==> config.mk <==
export PLATFORM = sky130hd
export DESIGN_NAME = am_lock_rx_flat
export DESIGN_NICKNAME = d
export VERILOG_FILES = /design/src/rtl/am_lock_rx_if.sv /design/src/rtl/am_lock_rx.sv /design/src/flat_wrapper.sv
export SDC_FILE = /design/constraint.sdc
export NUM_CORES = 1
export LEC_CHECK = 0
export ABC_CLOCK_PERIOD_IN_PS = 4100
export BUFFER_PORTS_ARGS = -buffer_cell sky130_fd_sc_hd__buf_2
export CAP_MARGIN = 20
export CORE_ASPECT_RATIO = 1.25
export CORE_MARGIN = 1
export CORE_UTILIZATION = 49
export CTS_CLUSTER_DIAMETER = 60
export DETAILED_ROUTE_END_ITERATION = 10
export PLACE_DENSITY_LB_ADDON = 0.3
export SETUP_SLACK_MARGIN = 0.3
export SLEW_MARGIN = 20
export SYNTH_ARGS = -nofsm -noshare
export SYNTH_HDL_FRONTEND = slang
export SYNTH_SLANG_ARGS = --single-unit
==> constraint.sdc <==
create_clock -name clk -period 4.1 [get_ports clk]
set_input_delay 0.82 -clock clk [delete_from_list [all_inputs] [get_ports clk]]
set_output_delay 0.82 -clock clk [all_outputs]
set_load 0.005 [all_outputs]
==> src/rtl/am_lock_rx_if.sv <==
// am_lock_rx_if: 66b block stream into the AM lock stage and its registered outputs and flags
interface am_lock_rx_if #(parameter int BLOCK_W = 66);
  logic               valid_i;
  logic               block_lock_i;
  logic [BLOCK_W-1:0] data_i;
  logic               valid_o;
  logic [BLOCK_W-1:0] data_o;
  logic               am_lite_v_o;
  logic               am_lite_lock_v_o;
  logic               am_lite_lock_lost_v_o;
  logic [1:0]         lane_id_o;
  modport master (
    output valid_i, block_lock_i, data_i,
    input  valid_o, data_o, am_lite_v_o, am_lite_lock_v_o, am_lite_lock_lost_v_o, lane_id_o
  );
  modport slave (
    input  valid_i, block_lock_i, data_i,
    output valid_o, data_o, am_lite_v_o, am_lite_lock_v_o, am_lite_lock_lost_v_o, lane_id_o
  );
endinterface

==> src/rtl/am_lock_rx.sv <==
// am_lock_rx: per-lane 40GBASE-R alignment-marker find/confirm/lock with lane identification.
// Define AM_BIP_CHECK_EN to additionally require BIP7 == ~BIP3 on every marker match.
module am_lock_rx #(
  parameter int BLOCK_W   = 66,
  parameter int AM_PERIOD = 16384,
  parameter int AM_INV_N  = 4,
  parameter int CNT_W     = $clog2(AM_PERIOD)
) (
  input logic         clk,
  input logic         reset,
  am_lock_rx_if.slave bus
);
  typedef enum logic [1:0] {FIND, WAIT2, LOCKED} state_t;
  localparam int INV_W = $clog2(AM_INV_N + 1);
  state_t             state, state_n;
  logic [CNT_W-1:0]   cnt, cnt_n;
  logic [INV_W-1:0]   inv, inv_n, inv_inc;
  logic [1:0]         lane, lane_n, hit_lane;
  logic [BLOCK_W-1:0] d;
  logic [47:0]        key;
  logic [3:0]         m;
  logic               bip_ok, exp_pos, own, am_n;
  assign d = bus.data_i;
  assign key = {d[55:32], d[23:0]};
`ifdef AM_BIP_CHECK_EN
  assign bip_ok = d[63:56] == ~d[31:24];
`else
  assign bip_ok = 1'b1;
`endif
  assign m = {4{d[65:64] == 2'b10 && bip_ok}} &
             {key == 48'hc2865d3d79a2, key == 48'h649a3a9b65c5,
              key == 48'h193b0fe6c4f0, key == 48'hb8896f477690};
  assign hit_lane = m[0] ? 2'd0 : m[1] ? 2'd1 : m[2] ? 2'd2 : 2'd3;
  assign own = m[lane];
  assign exp_pos = cnt == CNT_W'(AM_PERIOD - 1);
  assign inv_inc = inv + 1'b1;
  assign bus.lane_id_o = lane;
  always_comb begin
    state_n = state;
    cnt_n   = cnt;
    inv_n   = inv;
    lane_n  = lane;
    am_n    = 1'b0;
    if (!bus.block_lock_i) begin
      state_n = FIND;
      inv_n   = '0;
    end else if (bus.valid_i) begin
      cnt_n = exp_pos ? '0 : cnt + 1'b1;
      case (state)
        FIND: if (|m) begin
          lane_n  = hit_lane;
          cnt_n   = '0;
          am_n    = 1'b1;
          state_n = WAIT2;
        end
        WAIT2: if (exp_pos) begin
          state_n = own ? LOCKED : FIND;
          am_n    = own;
          inv_n   = '0;
        end
        LOCKED: if (exp_pos) begin
          am_n    = own;
          inv_n   = own || inv_inc == INV_W'(AM_INV_N) ? '0 : inv_inc;
          state_n = !own && inv_inc == INV_W'(AM_INV_N) ? FIND : LOCKED;
        end
        default: state_n = FIND;
      endcase
    end
  end
  always_ff @(posedge clk or posedge reset) begin
    if (reset) begin
      state                     <= FIND;
      cnt                       <= '0;
      inv                       <= '0;
      lane                      <= '0;
      bus.valid_o               <= 1'b0;
      bus.data_o                <= '0;
      bus.am_lite_v_o           <= 1'b0;
      bus.am_lite_lock_v_o      <= 1'b0;
      bus.am_lite_lock_lost_v_o <= 1'b0;
    end else begin
      state                     <= state_n;
      cnt                       <= cnt_n;
      inv                       <= inv_n;
      lane                      <= lane_n;
      bus.valid_o               <= bus.valid_i;
      bus.data_o                <= d;
      bus.am_lite_v_o           <= am_n;
      bus.am_lite_lock_v_o      <= state_n == LOCKED;
      bus.am_lite_lock_lost_v_o <= state == LOCKED && state_n != LOCKED;
    end
  end
endmodule

==> src/flat_wrapper.sv <==
// flat-port wrapper written by rule: the top's interface ports become plain ports
module am_lock_rx_flat 
#(
  parameter int BLOCK_W   = 66,
  parameter int AM_PERIOD = 16384,
  parameter int AM_INV_N  = 4,
  parameter int CNT_W     = $clog2(AM_PERIOD)
)
  (clk, reset, bus_valid_i, bus_block_lock_i, bus_data_i, bus_valid_o, bus_data_o, bus_am_lite_v_o, bus_am_lite_lock_v_o, bus_am_lite_lock_lost_v_o, bus_lane_id_o);
  am_lock_rx_if #(.BLOCK_W(BLOCK_W)) bus_i ();
  input logic clk;
  input logic reset;
  input wire logic [$bits(bus_i.valid_i)-1:0] bus_valid_i;
  input wire logic [$bits(bus_i.block_lock_i)-1:0] bus_block_lock_i;
  input wire logic [$bits(bus_i.data_i)-1:0] bus_data_i;
  output wire logic [$bits(bus_i.valid_o)-1:0] bus_valid_o;
  output wire logic [$bits(bus_i.data_o)-1:0] bus_data_o;
  output wire logic [$bits(bus_i.am_lite_v_o)-1:0] bus_am_lite_v_o;
  output wire logic [$bits(bus_i.am_lite_lock_v_o)-1:0] bus_am_lite_lock_v_o;
  output wire logic [$bits(bus_i.am_lite_lock_lost_v_o)-1:0] bus_am_lite_lock_lost_v_o;
  output wire logic [$bits(bus_i.lane_id_o)-1:0] bus_lane_id_o;
  assign bus_i.valid_i = bus_valid_i;
  assign bus_i.block_lock_i = bus_block_lock_i;
  assign bus_i.data_i = bus_data_i;
  assign bus_valid_o = bus_i.valid_o;
  assign bus_data_o = bus_i.data_o;
  assign bus_am_lite_v_o = bus_i.am_lite_v_o;
  assign bus_am_lite_lock_v_o = bus_i.am_lite_lock_v_o;
  assign bus_am_lite_lock_lost_v_o = bus_i.am_lite_lock_lost_v_o;
  assign bus_lane_id_o = bus_i.lane_id_o;
  am_lock_rx #(.BLOCK_W(BLOCK_W), .AM_PERIOD(AM_PERIOD), .AM_INV_N(AM_INV_N), .CNT_W(CNT_W)) u_core (.clk(clk), .reset(reset), .bus(bus_i));
endmodule
==> implementation parameters, run 1 <==
Parameter                              Value

Final layout
  NumNets Final    between 500 and 600
  Number of non-filler instances in the completed layout    between 500 and 600
  Design Area, Final    approximately 4700 um2
  Fraction of final layout cells sized beyond drive strength 1    0.393
  Antenna diode count    0
  Commonest non-fill, non-tap cells in the layout    sky130_fd_sc_hd__buf_2 (141), sky130_fd_sc_hd__dfrtp_1 (91), sky130_fd_sc_hd__nand2_1 (29)
  Synthesis-to-finish area growth    28.0%
  Leading cell type in the layout, fill and taps excluded    sky130_fd_sc_hd__buf_2

Synth
  Share of async-settable or async-resettable flops after synthesis    1.00
  Number of library cell types mapped by synthesis    57
  Proportion of synthesized area in mux cells    0.00541
  Syn_nets    roughly 380
  Combinational family with the most area after synthesis    simple AND/OR/NAND/NOR gates
  Gate Count Post-Synth    slightly above 300
  Register bit count reported by yosys    between 90 and 100
  Yosys warning total    0
  Post-synthesis compound-gate area fraction    0.107
  Sequential cell area fraction in the yosys report    0.615
  Most common flop cell mapped by yosys    sky130_fd_sc_hd__dfrtp_1
  Adder-cell share of the synthesized area    0.0237
  Simple-gate portion of the synthesized area    0.229
  Post-synthesis area per instance    ~12 um2
  Cell area after technology mapping    3700 um2
  Number of synthesized flops with an enable pin    0
  Fraction of synthesized cell area in xor and xnor cells    0

Clock tree
  CTS buffer count    9
  Latest clock arrival within the worst-skew pair    roughly 350 ps
  Cell at the root of the clock tree    sky130_fd_sc_hd__clkbuf_8
  CTS clk-pin slew, worst paths    ~90 ps
  Maximum number of buffers from clock root to sink    2
  Number of H-tree levels    3
  Number of sinks handled by clock tree synthesis    roughly 90
  Clock tree from TritonCTS    done
  Post-CTS Hold Buffers    0
  # Post-CTS Setup Buffers    0
  Quantity of gates resized following cts    0

Worst setup path
  Worst setup SP type    input port
  Critical setup path kind    input port to register
  Required time reported for the critical path endpoint    ~4300 ps
  Critical Path End Type    register
  Critical path data arrival time    2800 ps
  Largest fanout of any net on the critical path    12

Timing
  Worst Clk Skew    about 3.8 ps
  Post-layout min period    2560 ps
  Max-slew violation total from the final report    0
  Setup TNS    0 ps
  Final number of setup-violating endpoints    0
  Remaining max-slew budget at the tightest pin    0.407
  Max Clk Rate    390 MHz
  Final number of hold-violating endpoints    0
  Final hold slack    about 520 ps
  Setup repair after global routing missed its margin    false
  Final period utilization    0.625
  Slew at the pin closest to its max-slew limit    between 800 and 900 ps

Detailed routing
  Average wire per cell in the routed design    15.5 um
  Residual DRC    0
  1st-pass router iterations    4
  Drt via density    about 5.4
  Total wirelength of the detailed-routed design    8520 um
  1st-iter DRT viols    120
  Antenna viol nets, final    0
  Via count    between 2,000 and 3,000

Global route
  Grt ovf    0
  Global router's overall resource usage    0.221
  Vias in the first global route    roughly 2,900
  Antenna violations before repair    0
  Maximum number of pins on one net before global-route repair    55
  Global-route wire length before repair    ~13,000 um

Worst hold path
  Type of the worst min-delay path    register to register

Placement
  Total half-perimeter wirelength after legalization and detailed placement    6580 um
  Dpl cell area    between 4000 and 5000 um2
  # placed instances    532
  Final weighted congestion in routability-driven placement    roughly 0.83
  Number of buffers inserted by port buffering    between 100 and 150

Die
  Boundary pin count    142
  Area enclosed by the die boundary    between 7000 and 8000 um2
  Die Width    79.7 um
  Starting density of the core    0.503
  Std-Cell Core Area    around 7400 um2
  Placement row count    35
  Die extent in y    ~100 um

Run status
  Run status    finished clean

Power and ir drop
  Clock network power share    0.357
  Sw power    482 uW
  Fraction of power consumed by sequential logic    0.517
  Power density over the cells    slightly above 400 nW/um2
  VDD IR max    about 0.18 mV
  Internal portion of total power    ~1.4 mW
  Fraction of power spent switching nets    0.252
  Logic gate share of total power    0.127
  Power Total    about 1.9 mW
  Static leakage power    between 2 and 2.5 nW

Job
  Max-cap violations    0
==> through the flow <==
stage | util | setup WS (ps)
after floorplan | - | 916
final | 0.644 | 1540
after detailed placement | 0.612 | 1220
after global routing | 0.644 | 1390
after global placement | 0.612 | 1270
after CTS | 0.644 | 1570
==> worst max-delay path: stages <==
cell and delay, ps:
sky130_fd_sc_hd__buf_2 130, sky130_fd_sc_hd__nor4b_1 460, sky130_fd_sc_hd__nand3_1 130, sky130_fd_sc_hd__nor3_1 210, sky130_fd_sc_hd__a32oi_1 180, sky130_fd_sc_hd__o211ai_2 480, sky130_fd_sc_hd__nor4_1 90, sky130_fd_sc_hd__a211o_1 290
==> kinds of logic after synthesis <==
kind of cell,Yosys count
AOI/OAI and AO/OA,55
adders and majority gates,7
buffers and inverters,17
DFF,91
muxes,2
and+or+nand+nor,132
==> per-layer routing <==
| metal | routed length (um) | up-vias | GRT usage |
|---|---|---|---|
| met5 | 0 | - | 0 |
| met4 | 145 | 0 | 0.0810 |
| met3 | 617 | 15 | 0.0523 |
| met2 | 4390 | 108 | 0.387 |
| met1 | 3360 | 1435 | 0.261 |
| li1 | - | 1423 | - |
==> final timing paths <==
kind	start	endpoint	slack (ps)	cells after the start
min in group asynchronous	reset	u_core.bus.data_o[31]	620	2
worst max-delay path	bus_data_i[18]	u_core.cnt[2]	1540	8
worst min register to register	u_core.inv[0]	u_core.inv[0]	520	1
worst max register to register	u_core.cnt[0]	u_core.bus.am_lite_lock_v_o	1850	8
worst min-delay path	u_core.inv[0]	u_core.inv[0]	520	1
max in group asynchronous	reset	u_core.bus.data_o[21]	2620	3
==> flip-flops by register name (all words and copies together) (netlist names) <==
signal / cells
u_core.bus.valid_o: 1
u_core.bus.am_lite_v_o: 1
u_core.inv: 3
u_core.bus.data_o: 66
u_core.bus.lane_id_o: 2
u_core.cnt: 14
u_core.state: 2
u_core.bus.am_lite_lock_v_o: 1
u_core.bus.am_lite_lock_lost_v_o: 1
==> cell usage after synthesis (3+ instances only) <==
library cell,n,area share
sky130_fd_sc_hd__and4_1,5,0.012
sky130_fd_sc_hd__nor4_1,12,0.020
sky130_fd_sc_hd__nor2_1,10,0.010
sky130_fd_sc_hd__a21o_1,11,0.022
sky130_fd_sc_hd__ha_1,7,0.024
sky130_fd_sc_hd__and3_1,3,0.0051
sky130_fd_sc_hd__clkbuf_1,5,0.0051
sky130_fd_sc_hd__a21oi_1,10,0.014
sky130_fd_sc_hd__nand4b_1,4,0.0095
sky130_fd_sc_hd__inv_1,10,0.010
sky130_fd_sc_hd__nor4bb_1,4,0.011
sky130_fd_sc_hd__nor4b_1,3,0.0071
sky130_fd_sc_hd__a31oi_1,5,0.0084
sky130_fd_sc_hd__nand2_1,29,0.029
sky130_fd_sc_hd__nand4_1,8,0.014
sky130_fd_sc_hd__dfrtp_1,91,0.62
sky130_fd_sc_hd__or3_1,7,0.012
sky130_fd_sc_hd__nor3_1,5,0.0068
sky130_fd_sc_hd__and4bb_2,6,0.020
sky130_fd_sc_hd__nand2b_1,3,0.0051
sky130_fd_sc_hd__o21ai_0,6,0.0081
sky130_fd_sc_hd__o21a_1,4,0.0081
sky130_fd_sc_hd__nor2b_1,4,0.0068
sky130_fd_sc_hd__nand3_1,10,0.014
==> final cells by class <==
cell class | count | area (um2)
Fill cell | 585 | 2620
Sequential cell | 91 | 2280
Multi-Input combinational cell | 196 | 1350
Timing Repair Buffer | 143 | 721
Clock buffer | 10 | 138
Tap cell | 92 | 115
Clock inverter | 6 | 96.3
Inverter | 10 | 38.8
==> power by group through the flow <==
stage / combinational (mW) / clock, mW / sequential [mW]
floorplan: 0.134 / 0 / 1.00
global placement: 0.238 / 0 / 1.00
detailed placement: 0.243 / 0 / 1.01
CTS: 0.246 / 0.699 / 0.987
global route: 0.273 / 0.741 / 0.994
finish: 0.242 / 0.682 / 0.987
(Power assumes the default switching activity.)
==> run 2, diff against run 1 <==
- ABC_AREA: not set -> 1
- ABC_CLOCK_PERIOD_IN_PS: 4100 -> 2100
- CORE_UTILIZATION: 49 -> 45
- clock period: 4.1 -> 2.1 ns (I/O delays scaled with it)
==> run 2 against run 1 <==
Against the previous run: synthesized cell count is 51% higher; register-to-register slack got worse by 1600 ps; sequential power up 100%; worst setup slack got worse by 1300 ps; core utilization decreased by 3.6 points; non-clock buffer count grew 9; wire length is 8.5% higher; via count rose by 15%.
==> implementation parameters, run 2 <==
Parameter                              Value

Placement
  Final weighted congestion in routability-driven placement    0.863 (was 0.826)
  Number of buffers inserted by port buffering    141 (unchanged)
  Total half-perimeter wirelength after legalization and detailed placement    7100 um (was 6580 um)
  # placed instances    721 (was 532)

Synth
  Yosys warning total    0 (unchanged)
  Gate Count Post-Synth    460 (was 304)
  Post-synthesis area per instance    8.65 um2 (was 12.2 um2)
  Sequential cell area fraction in the yosys report    0.573 (was 0.615)
  Cell with the most instances after synthesis    sky130_fd_sc_hd__nand2_1 (was sky130_fd_sc_hd__dfrtp_1)
  Register bit count reported by yosys    91 (unchanged)
  Cell area after technology mapping    3980 um2 (was 3700 um2)
  Most common flop cell mapped by yosys    sky130_fd_sc_hd__dfrtp_1 (unchanged)
  List of most frequent post-synthesis cells    sky130_fd_sc_hd__nand2_1 (111), sky130_fd_sc_hd__dfrtp_1 (91), sky130_fd_sc_hd__inv_1 (85), sky130_fd_sc_hd__nor2_1 (85), sky130_fd_sc_hd__nand3_1 (17) (was sky130_fd_sc_hd__dfrtp_1 (91), sky130_fd_sc_hd__nand2_1 (29), sky130_fd_sc_hd__nor4_1 (12), sky130_fd_sc_hd__a21o_1 (11))
  Number of library cell types mapped by synthesis    31 (was 57)
  Share of async-settable or async-resettable flops after synthesis    1.00 (unchanged)
  Number of synthesized flops with an enable pin    0 (unchanged)
  Cell types occupying the most area after synthesis    sky130_fd_sc_hd__dfrtp_1 (57%), sky130_fd_sc_hd__nand2_1 (10%), sky130_fd_sc_hd__inv_1 (8.0%) (was sky130_fd_sc_hd__dfrtp_1 (62%), sky130_fd_sc_hd__nand2_1 (2.9%), sky130_fd_sc_hd__ha_1 (2.4%))
  Library cell occupying the most area in the post-synthesis netlist    sky130_fd_sc_hd__dfrtp_1 (unchanged)
  Share of the synthesized area in the top cell type    0.573 (was 0.615)
  Syn_nets    537 (was 381)

Worst hold path
  Worst Hold Endpoint    u_core.bus.data_o[56] (was u_core.inv[0])
  Worst Min Path Start    bus_data_i[56] (was u_core.inv[0])
  Type of the worst min-delay path    input port to register (was register to register)
  Hold Path Depth    1 (unchanged)

Final layout
  Synthesis-to-finish area growth    31.6% (was 28.0%)
  Largest registers    u_core.bus.data_o x66, u_core.cnt x14, u_core.inv x3 (unchanged)
  Fraction of final layout cells sized beyond drive strength 1    0.321 (was 0.393)
  Number of inserted filler cells in the final layout    760 (was 585)
  Register with the most flip-flops    u_core.bus.data_o (unchanged)
  Leading cell type in the layout, fill and taps excluded    sky130_fd_sc_hd__buf_2 (unchanged)
  Commonest non-fill, non-tap cells in the layout    sky130_fd_sc_hd__buf_2 (141), sky130_fd_sc_hd__nand2_1 (109), sky130_fd_sc_hd__dfrtp_1 (91) (was sky130_fd_sc_hd__buf_2 (141), sky130_fd_sc_hd__dfrtp_1 (91), sky130_fd_sc_hd__nand2_1 (29))
  Antenna diode count    0 (unchanged)
  NumNets Final    699 (was 528)
  Flip-flop count of the largest register, all copies and words added    66 (unchanged)
  Number of non-filler instances in the completed layout    746 (was 548)

Die
  Area enclosed by the die boundary    9220 um2 (was 7910 um2)
  Placement row count    38 (was 35)
  Boundary pin count    142 (unchanged)
  Die extent in y    107 um (was 99.2 um)
  Std-Cell Core Area    8610 um2 (was 7360 um2)
  Starting density of the core    0.462 (was 0.503)
  Die Width    86.1 um (was 79.7 um)

Timing
  Final number of hold-violating endpoints    0 (unchanged)
  Max-slew violation total from the final report    0 (unchanged)
  Final number of setup-violating endpoints    0 (unchanged)
  Remaining max-slew budget at the tightest pin    0.686 (was 0.407)
  Max Clk Rate    around 540 MHz
  Post-layout min period    between 1500 and 2000 ps
  Worst Clk Skew    11.6 ps (was 3.77 ps)
  Slew at the pin closest to its max-slew limit    471 ps (was 888 ps)
  Final period utilization    0.884
  Setup repair after global routing missed its margin    true (was false)
  Setup TNS    0 ps (unchanged)

Clock tree
  Maximum number of buffers from clock root to sink    2 (unchanged)
  Number of sinks handled by clock tree synthesis    91 (unchanged)
  CTS buffer count    9 (unchanged)
  Clock tree from TritonCTS    done (unchanged)
  CTS clk-pin slew, worst paths    90 ps (about the same)
  Number of H-tree levels    3 (unchanged)
  Post-CTS Hold Buffers    0 (unchanged)
  Latest clock arrival within the worst-skew pair    380 ps (was 350 ps)
  Cell at the root of the clock tree    sky130_fd_sc_hd__clkbuf_8 (unchanged)

Worst setup path
  Largest stage delay, worst path    400 ps (was 480 ps)
  Top Family by Delay on Critical Path    simple AND/OR/NAND/NOR gates (was compound AO/OA/AOI/OAI gates)
  Critical Path End Type    register (unchanged)
  Largest fanout of any net on the critical path    4 (was 12)
  Crit path top cell by count    sky130_fd_sc_hd__nor2_4
  Cell-by-cell listing of the critical path    ha_4, nand3_4, nor3_4, nand2_2, nor2_4, nand4_4, buf_12, buf_6, nor2_4, nor2_4, nand2_1, o31ai_2 (was buf_2, nor4b_1, nand3_1, nor3_1, a32oi_1, o211ai_2, nor4_1, a211o_1)
  Worst path buffer plus inverter count    2 (was 1)
  R2r endpoint    u_core.inv[2] (was u_core.bus.am_lite_lock_v_o)
  Critical-path cell with the highest stage delay    sky130_fd_sc_hd__dfrtp_1 (was sky130_fd_sc_hd__o211ai_2)
  Required time reported for the critical path endpoint    2350 ps (was 4340 ps)
  R2R setup slack    240 ps (was 1850 ps)
  Critical path data arrival time    2110 ps (was 2800 ps)
  Critical register-to-register path startpoint    u_core.cnt[0] (unchanged)
  Critical path depth in cells    12 (was 8)
  Critical setup path kind    register to register (was input port to register)
  Worst setup SP type    register (was input port)
  Worst Reg2Reg Path Length in Cells    12 (was 8)

Global route
  Grt ovf    0 (unchanged)
  Maximum number of pins on one net before global-route repair    92 (was 55)
  Global router's overall resource usage    0.210 (was 0.221)
  Antenna violations before repair    0 (unchanged)
  Global-route wire length before repair    14,500 um (was 13,400 um)
  Vias in the first global route    3,301 (was 2,864)

Detailed routing
  Drt via density    4.59 (was 5.44)
  1st-pass router iterations    4 (unchanged)
  Total wirelength of the detailed-routed design    9240 um (was 8520 um)
  Via count    3,427 (was 2,981)
  1st-iter DRT viols    111 (was 120)
  Residual DRC    0 (unchanged)
  Antenna viol nets, final    0 (unchanged)
  Average wire per cell in the routed design    12.4 um (was 15.5 um)

Run status
  Run status    finished clean (unchanged)

Power and ir drop
  Power Total    3.76 mW (was 1.91 mW)
  VDD IR max    0.445 mV (was 0.175 mV)
  Static leakage power    2.82 nW (was 2.26 nW)
  Power density over the cells    718 nW/um2 (was 403 nW/um2)

Job
  Max-cap violations    0 (unchanged)
run 2: changes by cell type after synthesis, sizes merged, moves of 7 or more:
cell,delta
inv,+79
nor2,+78
nand3,+8
xor2,+8
a21o,-11
and4bb,-7
nor4,-14
nand2,+85
o22ai,+10
or3,-7
run 2: where the power goes:
group          internal [mW]  total (mW)  switching (mW)
combinational          0.248       0.563           0.315
sequential              1.88        1.97          0.0925
clock                  0.596        1.22           0.628
total                   2.72        3.76            1.04
run 2: repair_timing:
action                                 in CTS  in global routing
buffers inserted                            3                  6
pin swaps                                   2                  5
gates cloned                                0                  1
endpoints found under the hold margin       0                  0
setup endpoints to repair                   4                 14
resized for setup                           5                 14
run 2: logic make-up after synthesis:
kind of cell,Yosys count,synth area share
fa+ha+maj,7,0.0220
xor+xnor,10,0.0220
compound gates,29,0.0469
simple gates,231,0.248
flops,91,0.573
buf+inv,92,0.0887
run 2: how the worst max path moves through the flow:
stage                        start                               end
floorplan            u_core.cnt[0]  u_core.bus.am_lite_lock_lost_v_o
global placement    bus_data_i[48]                     u_core.cnt[3]
detailed placement   bus_data_i[3]                     u_core.cnt[2]
CTS                  u_core.cnt[0]  u_core.bus.am_lite_lock_lost_v_o
global route         u_core.cnt[0]  u_core.bus.am_lite_lock_lost_v_o
finish               u_core.cnt[0]                     u_core.inv[2]
run 2: metrics by stage:
stage               hold slack [ps]   util  area, um2  setup slack [ps]
floorplan                       451      -       3980               460
global placement                492  0.564       4850               143
detailed placement              505  0.564       4850              51.5
CTS                             127  0.594       5110               288
global route                    126  0.608       5240              85.0
finish                          142  0.608       5240               244
run 2: layout make-up:
class | instances | area, um2 | area share
Clock inverter | 5 | 72.6 | 0.0139
Multi-Input combinational cell | 278 | 1440 | 0.275
Timing Repair Buffer | 152 | 817 | 0.156
Clock buffer | 10 | 138 | 0.0263
Sequential cell | 91 | 2280 | 0.435
Inverter | 90 | 342 | 0.0652
Tap cell | 120 | 150 | 0.0287
run 2: layer usage:
layer / global-route usage / wire [um]
met1: 0.235 / 3650
met2: 0.358 / 4670
met3: 0.0462 / 554
met4: 0.136 / 361
met5: 0 / 0
